$ cat config.mk
export PLATFORM = sky130hd
export DESIGN_NAME = player_input_capture
export DESIGN_NICKNAME = d
export VERILOG_FILES = /design/src/rtl/player_input_capture_pkg.sv /design/src/rtl/player_input_capture_button_debouncer.sv /design/src/rtl/player_input_capture.sv
export SDC_FILE = /design/constraint.sdc
export NUM_CORES = 1
export LEC_CHECK = 0
export CAP_MARGIN = 20
export CORE_ASPECT_RATIO = 0.6
export CORE_MARGIN = 2
export CORE_UTILIZATION = 45
export CTS_CLUSTER_DIAMETER = 120
export DETAILED_ROUTE_END_ITERATION = 6
export SYNTH_ARGS = -nofsm -noshare
export SYNTH_HDL_FRONTEND = slang
export SYNTH_HIERARCHICAL = 1
export SYNTH_SLANG_ARGS = --single-unit
$ cat constraint.sdc
create_clock -name sys_clk -period 1.7 [get_ports sys_clk]
set_input_delay 0.51 -clock sys_clk [delete_from_list [all_inputs] [get_ports sys_clk]]
set_output_delay 0.51 -clock sys_clk [all_outputs]
set_load 0.02 [all_outputs]
$ cat src/rtl/player_input_capture_pkg.sv
`default_nettype none
// ============================================================================
// Module : player_input_capture_pkg
// Desc   : Shared constants for the player input capture front end
// Rev    : 1.0 - initial release
// ============================================================================
package player_input_capture_pkg;

  localparam int INPUT_DEPTH_DEFAULT     = 5;
  localparam int BTN_LEFT                = 0;
  localparam int BTN_RIGHT               = 1;
  localparam int DEBOUNCE_CYCLES_DEFAULT = 50000;
  localparam int CNT_WIDTH_DEFAULT       = 16;

endpackage : player_input_capture_pkg
`default_nettype wire

$ cat src/rtl/player_input_capture_button_debouncer.sv
`default_nettype none
// ============================================================================
// Module : player_input_capture_button_debouncer
// Desc   : Single-bit two-flop synchroniser plus hold-time debouncer
// Rev    : 1.0 - initial release
// ============================================================================
module player_input_capture_button_debouncer
  import player_input_capture_pkg::*;
#(
  parameter int DEBOUNCE_CYCLES = DEBOUNCE_CYCLES_DEFAULT,
  parameter int CNT_WIDTH       = CNT_WIDTH_DEFAULT,
  parameter bit RELEASED_LEVEL  = 1'b1
) (
  input  logic sys_clk,
  input  logic rst,
  input  logic i_raw,
  output logic o_stable
);

  localparam logic [CNT_WIDTH-1:0] c_last = CNT_WIDTH'(DEBOUNCE_CYCLES - 1);

  logic                 r_sync1;
  logic                 r_sync2;
  logic                 r_stable;
  logic [CNT_WIDTH-1:0] r_cnt;

  always_ff @(posedge sys_clk or negedge rst) begin
    if (!rst) begin
      r_sync1 <= 1'b0;
      r_sync2 <= 1'b0;
    end else begin
      r_sync1 <= i_raw;
      r_sync2 <= r_sync1;
    end
  end

  // Any cycle agreeing with the stable level restarts the hold count.
  always_ff @(posedge sys_clk or negedge rst) begin
    if (!rst) begin
      r_stable <= RELEASED_LEVEL;
      r_cnt    <= '0;
    end else if (r_sync2 == r_stable) begin
      r_cnt <= '0;
    end else if (r_cnt == c_last) begin
      r_stable <= r_sync2;
      r_cnt    <= '0;
    end else begin
      r_cnt <= r_cnt + 1'b1;
    end
  end

  assign o_stable = r_stable;

endmodule : player_input_capture_button_debouncer
`default_nettype wire

$ cat src/rtl/player_input_capture.sv
`default_nettype none
// ============================================================================
// Module : player_input_capture
// Desc   : Debounced, SOCD-resolved per-frame button capture for two players
// Rev    : 1.0 - initial release
// ============================================================================
module player_input_capture
  import player_input_capture_pkg::*;
#(
  parameter int INPUT_DEPTH       = INPUT_DEPTH_DEFAULT,
  parameter int DEBOUNCE_CYCLES   = DEBOUNCE_CYCLES_DEFAULT,
  parameter int CNT_WIDTH         = CNT_WIDTH_DEFAULT,
  parameter bit BUTTON_ACTIVE_LOW = 1'b1
) (
  input  logic                   sys_clk,
  input  logic                   rst,
  input  logic                   frame_clk,
  input  logic [INPUT_DEPTH-1:0] raw_p1,
  input  logic [INPUT_DEPTH-1:0] raw_p2,
  input  logic                   win_reset,
  input  logic                   done_gen,
  output logic [INPUT_DEPTH-1:0] p1_inputs,
  output logic [INPUT_DEPTH-1:0] p2_inputs,
  output logic [INPUT_DEPTH-1:0] p1_pressed,
  output logic [INPUT_DEPTH-1:0] p2_pressed,
  output logic                   frame_strobe,
  output logic                   frame_overrun
);

  localparam logic [INPUT_DEPTH-1:0] c_polarity = {INPUT_DEPTH{BUTTON_ACTIVE_LOW}};

  logic [2*INPUT_DEPTH-1:0] w_raw_all;
  logic [2*INPUT_DEPTH-1:0] w_stable_all;
  logic [INPUT_DEPTH-1:0]   w_level_p1;
  logic [INPUT_DEPTH-1:0]   w_level_p2;
  logic                     w_frame_edge;

  logic r_frame_sync1;
  logic r_frame_sync2;
  logic r_frame_sync3;
  logic r_win_sync1;
  logic r_win_sync2;

  logic [INPUT_DEPTH-1:0] r_prev_p1;
  logic [INPUT_DEPTH-1:0] r_prev_p2;
  logic [INPUT_DEPTH-1:0] r_inputs_p1;
  logic [INPUT_DEPTH-1:0] r_inputs_p2;
  logic [INPUT_DEPTH-1:0] r_pressed_p1;
  logic [INPUT_DEPTH-1:0] r_pressed_p2;
  logic                   r_strobe;
  logic                   r_overrun;

  assign w_raw_all = {raw_p2, raw_p1};

  // Low half of the debouncer bank is player 1, high half player 2.
  for (genvar gi = 0; gi < 2 * INPUT_DEPTH; gi++) begin : g_btn
    player_input_capture_button_debouncer #(
      .DEBOUNCE_CYCLES (DEBOUNCE_CYCLES),
      .CNT_WIDTH       (CNT_WIDTH),
      .RELEASED_LEVEL  (BUTTON_ACTIVE_LOW)
    ) u_debouncer (
      .sys_clk  (sys_clk),
      .rst      (rst),
      .i_raw    (w_raw_all[gi]),
      .o_stable (w_stable_all[gi])
    );
  end

  // Opposing directions held together cancel out to neutral.
  always_comb begin
    w_level_p1 = w_stable_all[INPUT_DEPTH-1:0] ^ c_polarity;
    w_level_p2 = w_stable_all[2*INPUT_DEPTH-1:INPUT_DEPTH] ^ c_polarity;
    if (w_level_p1[BTN_LEFT] && w_level_p1[BTN_RIGHT]) begin
      w_level_p1[BTN_LEFT]  = 1'b0;
      w_level_p1[BTN_RIGHT] = 1'b0;
    end
    if (w_level_p2[BTN_LEFT] && w_level_p2[BTN_RIGHT]) begin
      w_level_p2[BTN_LEFT]  = 1'b0;
      w_level_p2[BTN_RIGHT] = 1'b0;
    end
  end

  always_ff @(posedge sys_clk or negedge rst) begin
    if (!rst) begin
      r_frame_sync1 <= 1'b0;
      r_frame_sync2 <= 1'b0;
      r_frame_sync3 <= 1'b0;
      r_win_sync1   <= 1'b1;
      r_win_sync2   <= 1'b1;
    end else begin
      r_frame_sync1 <= frame_clk;
      r_frame_sync2 <= r_frame_sync1;
      r_frame_sync3 <= r_frame_sync2;
      r_win_sync1   <= win_reset;
      r_win_sync2   <= r_win_sync1;
    end
  end

  assign w_frame_edge = r_frame_sync2 & ~r_frame_sync3;

  // prev tracks through lockout so a held button is not reported as new on release.
  always_ff @(posedge sys_clk or negedge rst) begin
    if (!rst) begin
      r_prev_p1    <= '0;
      r_prev_p2    <= '0;
      r_inputs_p1  <= '0;
      r_inputs_p2  <= '0;
      r_pressed_p1 <= '0;
      r_pressed_p2 <= '0;
      r_strobe     <= 1'b0;
      r_overrun    <= 1'b0;
    end else begin
      r_strobe <= w_frame_edge;
      if (w_frame_edge && !done_gen) begin
        r_overrun <= 1'b1;
      end
      if (w_frame_edge) begin
        r_prev_p1 <= w_level_p1;
        r_prev_p2 <= w_level_p2;
        if (r_win_sync2) begin
          r_inputs_p1  <= w_level_p1;
          r_inputs_p2  <= w_level_p2;
          r_pressed_p1 <= w_level_p1 & ~r_prev_p1;
          r_pressed_p2 <= w_level_p2 & ~r_prev_p2;
        end else begin
          r_inputs_p1  <= '0;
          r_inputs_p2  <= '0;
          r_pressed_p1 <= '0;
          r_pressed_p2 <= '0;
        end
      end
    end
  end

  assign p1_inputs     = r_inputs_p1;
  assign p2_inputs     = r_inputs_p2;
  assign p1_pressed    = r_pressed_p1;
  assign p2_pressed    = r_pressed_p2;
  assign frame_strobe  = r_strobe;
  assign frame_overrun = r_overrun;

endmodule : player_input_capture
`default_nettype wire

==> run metrics, run 1 <==
status finished, violations left; failing checks setup timing; Die Area about 24000 µm²; Final Util 56.9%; vias in the first global route 7172; Yosys reg bits 227; CP Class flip-flop to flip-flop; Worst-path clk slew around 0.060 ns; Setup violations, final 108; RSZ-0062 raised after global routing yes; CTS Root Cell clkbuf_16; fin crit period 1.80 ns; combinational fraction of design power 5.7%; power per cell area 834 nW/µm²; Int Pwr 8.35 mW; cell area after synthesis 10400 µm²; Critical Path End Type flip-flop; worst-path cell chain or4b_1 -> or4_4 -> mux2_4; CP Max Fanout 3; Synth Area per Inst about 11 µm²; CTS tree yes; reg2reg setup slack -0.1 ns; Synth Instances 937; register area share after synthesis 54.6%; Vias per Instance 4.96; residual DRC count 0; Routed WL 21000 µm; # diodes 0; post-route ant nets 0; DP Wirelength 14600 µm; Syn Nets roughly 960; fin crit share 106%; CTS H-Tree Depth 1; Die Ht about 120 µm; Reg2Reg Depth 3; Worst R2R End g_btn[0].u_debouncer/o_stable$_DFFE_PN1P_; final net count 1152; P_sw 2.52 mW; Final TNS setup -2.65 ns; first-pass GRT wire length 36400 µm; buffers and inverters on the worst path 0; Synth Warn # 6; fraction of registers with async set/reset 100%; Leak 5.53 nW; Worst VDD drop 0.757 mV; largest net degree at the start of global routing 46; Final GP Congestion 0.802; Min-Delay Endpoint g_btn[5].u_debouncer/r_sync2$_DFF_PN0_; initial antenna violation count 0; Worst path slowest cell or4b_1; drt first pass iters 5; Worst-Margin Slew 0.723 ns; critical path required time about 2.1 ns; vias post-DR 7238; core area between 20000 and 25000 µm²; GRT Util Overall 18.1%; maximum capacitance violations 0; hold path depth 0; layout cells sized above 1 25.4%; Synth cell types 33; synth top area cells dfrtp_1 52%, xnor2_1 8.4%, nor2_1 6.1%, xor2_1 4.2%, dfstp_2 3.0%; WL/cell 14.4 µm; Iter 0 DRT Violations 315; Initial Utilization approximately 46%; Sequential Power Share around half; startpoint type of the worst setup path flip-flop; most common cell in the netlist dfrtp_1; Syn-to-layout area delta 24.9%; Die Span X 201 µm; EDFF count, synth 0; Synth area leader dfrtp_1; total global routing overflow 0; Sw Share a little under a quarter; site row count 43; Max Freq around 560 MHz; Rel. slew slack about half; max-slew violations 0; Min-Delay Path Class flip-flop to flip-flop; Crit path largest cell delay 0.54 ns; Num CTS Buffers 23; CTS max path bufs 3; fin worst setup slack -0.0967 ns; I/O Buffers 36; reg-to-reg startpoint g_btn[0].u_debouncer/r_cnt[10]$_DFF_PN0_; Final Skew 0.00909 ns; Main synth FF type dfrtp_1; I/O pin total 37; Synth top area share 51.6%; Worst Path Arrival roughly 2.2 ns; Skew-Pair Late Insertion Delay a little over 0.5 ns; commonest cells in the netlist 215 x dfrtp_1, 170 x nor2_1, 100 x xnor2_1; Worst Setup SP g_btn[0].u_debouncer/r_cnt[10]$_DFF_PN0_; final-report hold violation count 0; Worst Hold Launch g_btn[5].u_debouncer/r_sync1$_DFF_PN0_; delay-heaviest family, CP simple AND/OR/NAND/NOR gates; clock network power share roughly 43%; clock sinks 227
==> worst max path at each step <==
stage,to,slack [ns],cells after the start
finish,g_btn[0].u_debouncer/o_stable$_DFFE_PN1P_,-0.1,3
global route,g_btn[3].u_debouncer/r_cnt[3]$_DFF_PN0_,-0.13,4
CTS,g_btn[0].u_debouncer/o_stable$_DFFE_PN1P_,-0.08,3
detailed placement,g_btn[3].u_debouncer/o_stable$_DFFE_PN1P_,-0.1,3
global placement,g_btn[3].u_debouncer/o_stable$_DFFE_PN1P_,-0.07,3
floorplan,g_btn[0].u_debouncer/o_stable$_DFFE_PN1P_,-0.04,3
==> layout by cell type, fill, tap and decap left out, drive strengths merged, types with 4 or more instances in the layout <==
cell,n
buf,152
nand4bb,10
mux2,14
or3b,14
nor4,30
and4,10
or4,10
or4b,10
xnor2,100
nor2,170
xor2,50
clkdlybuf4s50,13
nand3,50
o2bb2ai,4
clkinv,9
clkdlybuf4s15,11
a22o,8
and3,10
nand4,50
nor3,40
mux2i,6
dfrtp,215
clkbuf,32
nand2,51
dfstp,12
a21o,8
ha,10
and4bb,8
inv,29
==> repair_timing <==
item / in CTS / in global routing
cloned: 0 / 1
hold buffers: 1 / 0
endpoints found under the hold margin: 32 / 0
pin swaps: 0 / 12
buffers inserted: 3 / 2
gates resized for setup: 84 / 31
setup endpoints to repair: 190 / 177
==> registers in the layout, summed over array words and instances, names as in the netlist, 5 cells and up <==
register / cells
p2_pressed: 5
r_prev_p2: 5
p1_inputs: 5
g_btn.u_debouncer/r_sync2: 10
g_btn.u_debouncer/r_cnt: 160
p2_inputs: 5
g_btn.u_debouncer/o_stable: 10
p1_pressed: 5
r_prev_p1: 5
g_btn.u_debouncer/r_sync1: 10
==> stage by stage <==
stage	power [mW]	instances	area (µm²)	hold slack [ns]	worst slack (ns)
final	10.9	1459	13000	0.347	-0.0967
after global routing	11.4	1459	13000	0.352	-0.126
after CTS	11.0	1456	12900	0.350	-0.0810
after detailed placement	6.29	1410	12200	0.335	-0.0968
after global placement	6.29	1410	12200	0.334	-0.0744
after floorplan	5.94	937	10500	0.214	-0.0407
==> final cells by class <==
cell class	count	area [µm²]
Clock buffer	31	616
Clock inverter	11	62.6
Fill cell	1992	9890
Inverter	27	104
Multi-Input combinational cell	670	4700
Sequential cell	227	5700
Tap cell	315	394
Timing Repair Buffer	178	1450
==> routing by layer <==
metal | track usage, % | vias to the layer above | share of wire (%)
met2 | 25.3 | 91 | 40
met3 | 2.49 | 25 | 3.0
met5 | 0 | - | 0
met1 | 29.5 | 3462 | 56
met4 | 3.43 | 0 | 1.5
li1 | - | 3660 | -
==> power by group through the flow <==
stage          Combinational (mW)  Clock, mW  Sequential, mW
2_1_floorplan               0.229          0            5.72
3_3_place_gp                0.591          0            5.70
3_5_place_dp                0.591          0            5.70
4_1_cts                     0.616       4.80            5.60
5_1_grt                     0.699       5.05            5.62
6_report                    0.624       4.64            5.61
==> kinds of logic (layout without fill, tap and decap cells) <==
logic type	Yosys count	in the layout	share of synthesized area (%)
AOI/OAI and AO/OA	21	21	1.65
xor gates and xnor gates	150	150	12.6
adders and majority gates	10	10	1.20
buffers and inverters	41	247	2.43
DFF	227	227	54.6
muxes	20	20	2.59
and+or+nand+nor	468	469	25.0
Power figures use the tool's default switching activity.
==> run 2, diff against run 1 <==
--- a/config.mk
+++ b/config.mk
@@ -9,6 +9,7 @@
 export CORE_ASPECT_RATIO = 0.6
 export CORE_MARGIN = 2
 export CORE_UTILIZATION = 45
+export CTS_BUF_LIST = sky130_fd_sc_hd__clkbuf_8 sky130_fd_sc_hd__clkbuf_16
 export CTS_CLUSTER_DIAMETER = 120
 export DETAILED_ROUTE_END_ITERATION = 6
 export SYNTH_ARGS = -nofsm -noshare
==> constraint.sdc (replaced) <==
create_clock -name sys_clk -period 1.7 [get_ports sys_clk]
set_input_delay 0.51 -clock sys_clk [delete_from_list [all_inputs] [get_ports sys_clk]]
set_output_delay 0.51 -clock sys_clk [all_outputs]
set_load 0.1 [all_outputs]
==> run metrics, run 2 (synthesis gave the netlist of run 1 again) <==
Rel. slew slack 56.7%; RSZ-0062 raised after global routing yes; Final GP Congestion 0.818; total global routing overflow 0; Worst R2R End g_btn[0].u_debouncer/o_stable$_DFFE_PN1P_; Reg2Reg Depth 3; first-pass GRT wire length 35100 µm; power per cell area 854 nW/µm²; GRT Util Overall 17.4%; clock network power share 43.8%; critical path required time 2.12 ns; Worst-path clk slew around 0.06 ns; Setup violations, final 104; Min-Delay Path Class flip-flop to flip-flop; largest net degree at the start of global routing 62; site row count 43; Final Skew 0.0116 ns; Max Freq 555 MHz; most frequent cells in the layout 214 x dfrtp_1, 161 x nor2_1, 136 x buf_4, 100 x xnor2_1; post-route ant nets 0; Routed WL 20700 µm; Final Util 58.3%; I/O pin total 37; CTS max path bufs 3; core area between 20000 and 25000 µm²; startpoint type of the worst setup path flip-flop; final-report hold violation count 0; residual DRC count 0; CP Class flip-flop to flip-flop; Worst Path Arrival between 2 and 2.5 ns; Num CTS Buffers 23; maximum capacitance violations 0; Worst-Margin Slew 0.648 ns; fin worst setup slack -0.103 ns; hold path depth 0; Vias per Instance 4.93; # diodes 0; Largest register FFs 160; CP Max Fanout 3; layout cells sized above 1 between 20 and 30%; Syn-to-layout area delta 28.1%; fin crit period around 1.8 ns; Die Ht 122 µm; Top reg by flops g_btn.u_debouncer/r_cnt; final instance area 13400 µm²; drt first pass iters 4; Critical Path End Type flip-flop; Iter 0 DRT Violations approximately 440; P_sw 2.63 mW; status finished, violations left; Worst VDD drop 0.684 mV; DP Wirelength 14300 µm; Die Area about 24000 µm²; leading cell type in the layout, fill and taps excluded dfrtp_1; Sequential Power Share 49.2%; Cell Count, Final, Fillers Out 1458; reg-to-reg startpoint g_btn[0].u_debouncer/r_cnt[10]$_DFF_PN0_; Worst Setup SP g_btn[0].u_debouncer/r_cnt[10]$_DFF_PN0_; Min-Delay Endpoint g_btn[1].u_debouncer/r_sync2$_DFF_PN0_; CTS H-Tree Depth 1; CTS Root Cell clkbuf_16; vias in the first global route ~6900; Cell Area, Placed ~12000 µm²; failing checks setup timing; clock sinks 227; fin crit share 106%; vias post-DR ~7200; final net count around 1200; WL/cell 14.2 µm; initial antenna violation count 1; Initial Utilization a little under half; Worst Hold Launch g_btn[1].u_debouncer/r_sync1$_DFF_PN0_; Die Span X 201 µm; CTS tree yes; Leak 5.67 nW; Int Pwr 8.78 mW; reg2reg setup slack -0.10 ns; Skew-Pair Late Insertion Delay 0.51 ns; placed instance count 1408; combinational fraction of design power about 7%; max-slew violations 0; I/O Buffers 36; Hold WS 0.348 ns; Sw Share 23.0%
-- run 2: changes by cell type in the layout (fill, tap and decap cells not counted), moves of 2 or more --
| cell | before | now |
|---|---|---|
| nor2_1 | 159 | 161 |
| inv_1 | 26 | 33 |
| clkbuf_1 | 7 | 0 |
| clkinv_2 | 9 | 3 |
| bufinv_16 | 0 | 2 |
| nor2_4 | 7 | 5 |
| clkbuf_8 | 1 | 4 |
| buf_12 | 5 | 27 |
| buf_2 | 10 | 0 |
| clkdlybuf4s15_2 | 10 | 0 |
-- run 2: layout make-up --
type	instances	area, µm²
repair buffers	178	1720
inverters	27	104
flip-flops and latches	227	5700
clock inverters	14	118
multi-input cells	670	4710
well taps	315	394
clock buffers	27	631
fillers	1940	9550
-- run 2: power by group through the flow --
stage,logic [mW],registers (mW),clock network (mW)
after floorplan,0.230,5.84,0
after global placement,0.751,5.71,0
after detailed placement,0.754,5.71,0
after CTS,0.786,5.62,5.17
after global routing,0.873,5.63,5.39
final,0.796,5.62,5.00
-- run 2: worst max-delay path: stages, from the launching register on --
cell and delay, ns:
dfrtp_1 0.38, or4b_1 0.54, or4_4 0.49, mux2_4 0.32
-- run 2: how the worst max path moves through the flow --
stage	end	slack [ns]	depth (start not counted)
2_1_floorplan	g_btn[0].u_debouncer/o_stable$_DFFE_PN1P_	-0.04	3
3_3_place_gp	g_btn[3].u_debouncer/o_stable$_DFFE_PN1P_	-0.06	3
3_5_place_dp	g_btn[3].u_debouncer/r_cnt[2]$_DFF_PN0_	-0.09	4
4_1_cts	g_btn[9].u_debouncer/o_stable$_DFFE_PN1P_	-0.08	3
5_1_grt	g_btn[4].u_debouncer/o_stable$_DFFE_PN1P_	-0.13	3
6_report	g_btn[0].u_debouncer/o_stable$_DFFE_PN1P_	-0.10	3
-- run 2: per-layer routing --
layer | share of wire [%] | GRT usage [%] | vias up
met3 | 3.2 | 2.41 | 24
met5 | 0 | 0 | -
met4 | 1.8 | 3.89 | 0
met2 | 39 | 23.8 | 90
met1 | 56 | 28.7 | 3417
li1 | - | - | 3661
-- run 2: repair_timing --
item,CTS,global route
pin swaps,2,14
cloned,0,1
endpoints found under the setup margin,170,171
setup buffers,2,5
gates resized for setup,13,25
hold endpoints to repair,17,0
hold buffers,1,0
-- run 2: metrics by stage --
| stage | setup WS (ns) | total power [mW] | setup TNS, ns |
|---|---|---|---|
| finish | -0.103 | 11.4 | -2.00 |
| global route | -0.133 | 11.9 | -9.64 |
| CTS | -0.0792 | 11.6 | -4.32 |
| detailed placement | -0.0859 | 6.47 | -5.87 |
| global placement | -0.0607 | 6.46 | -3.70 |
| floorplan | -0.0407 | 6.07 | -3.52 |
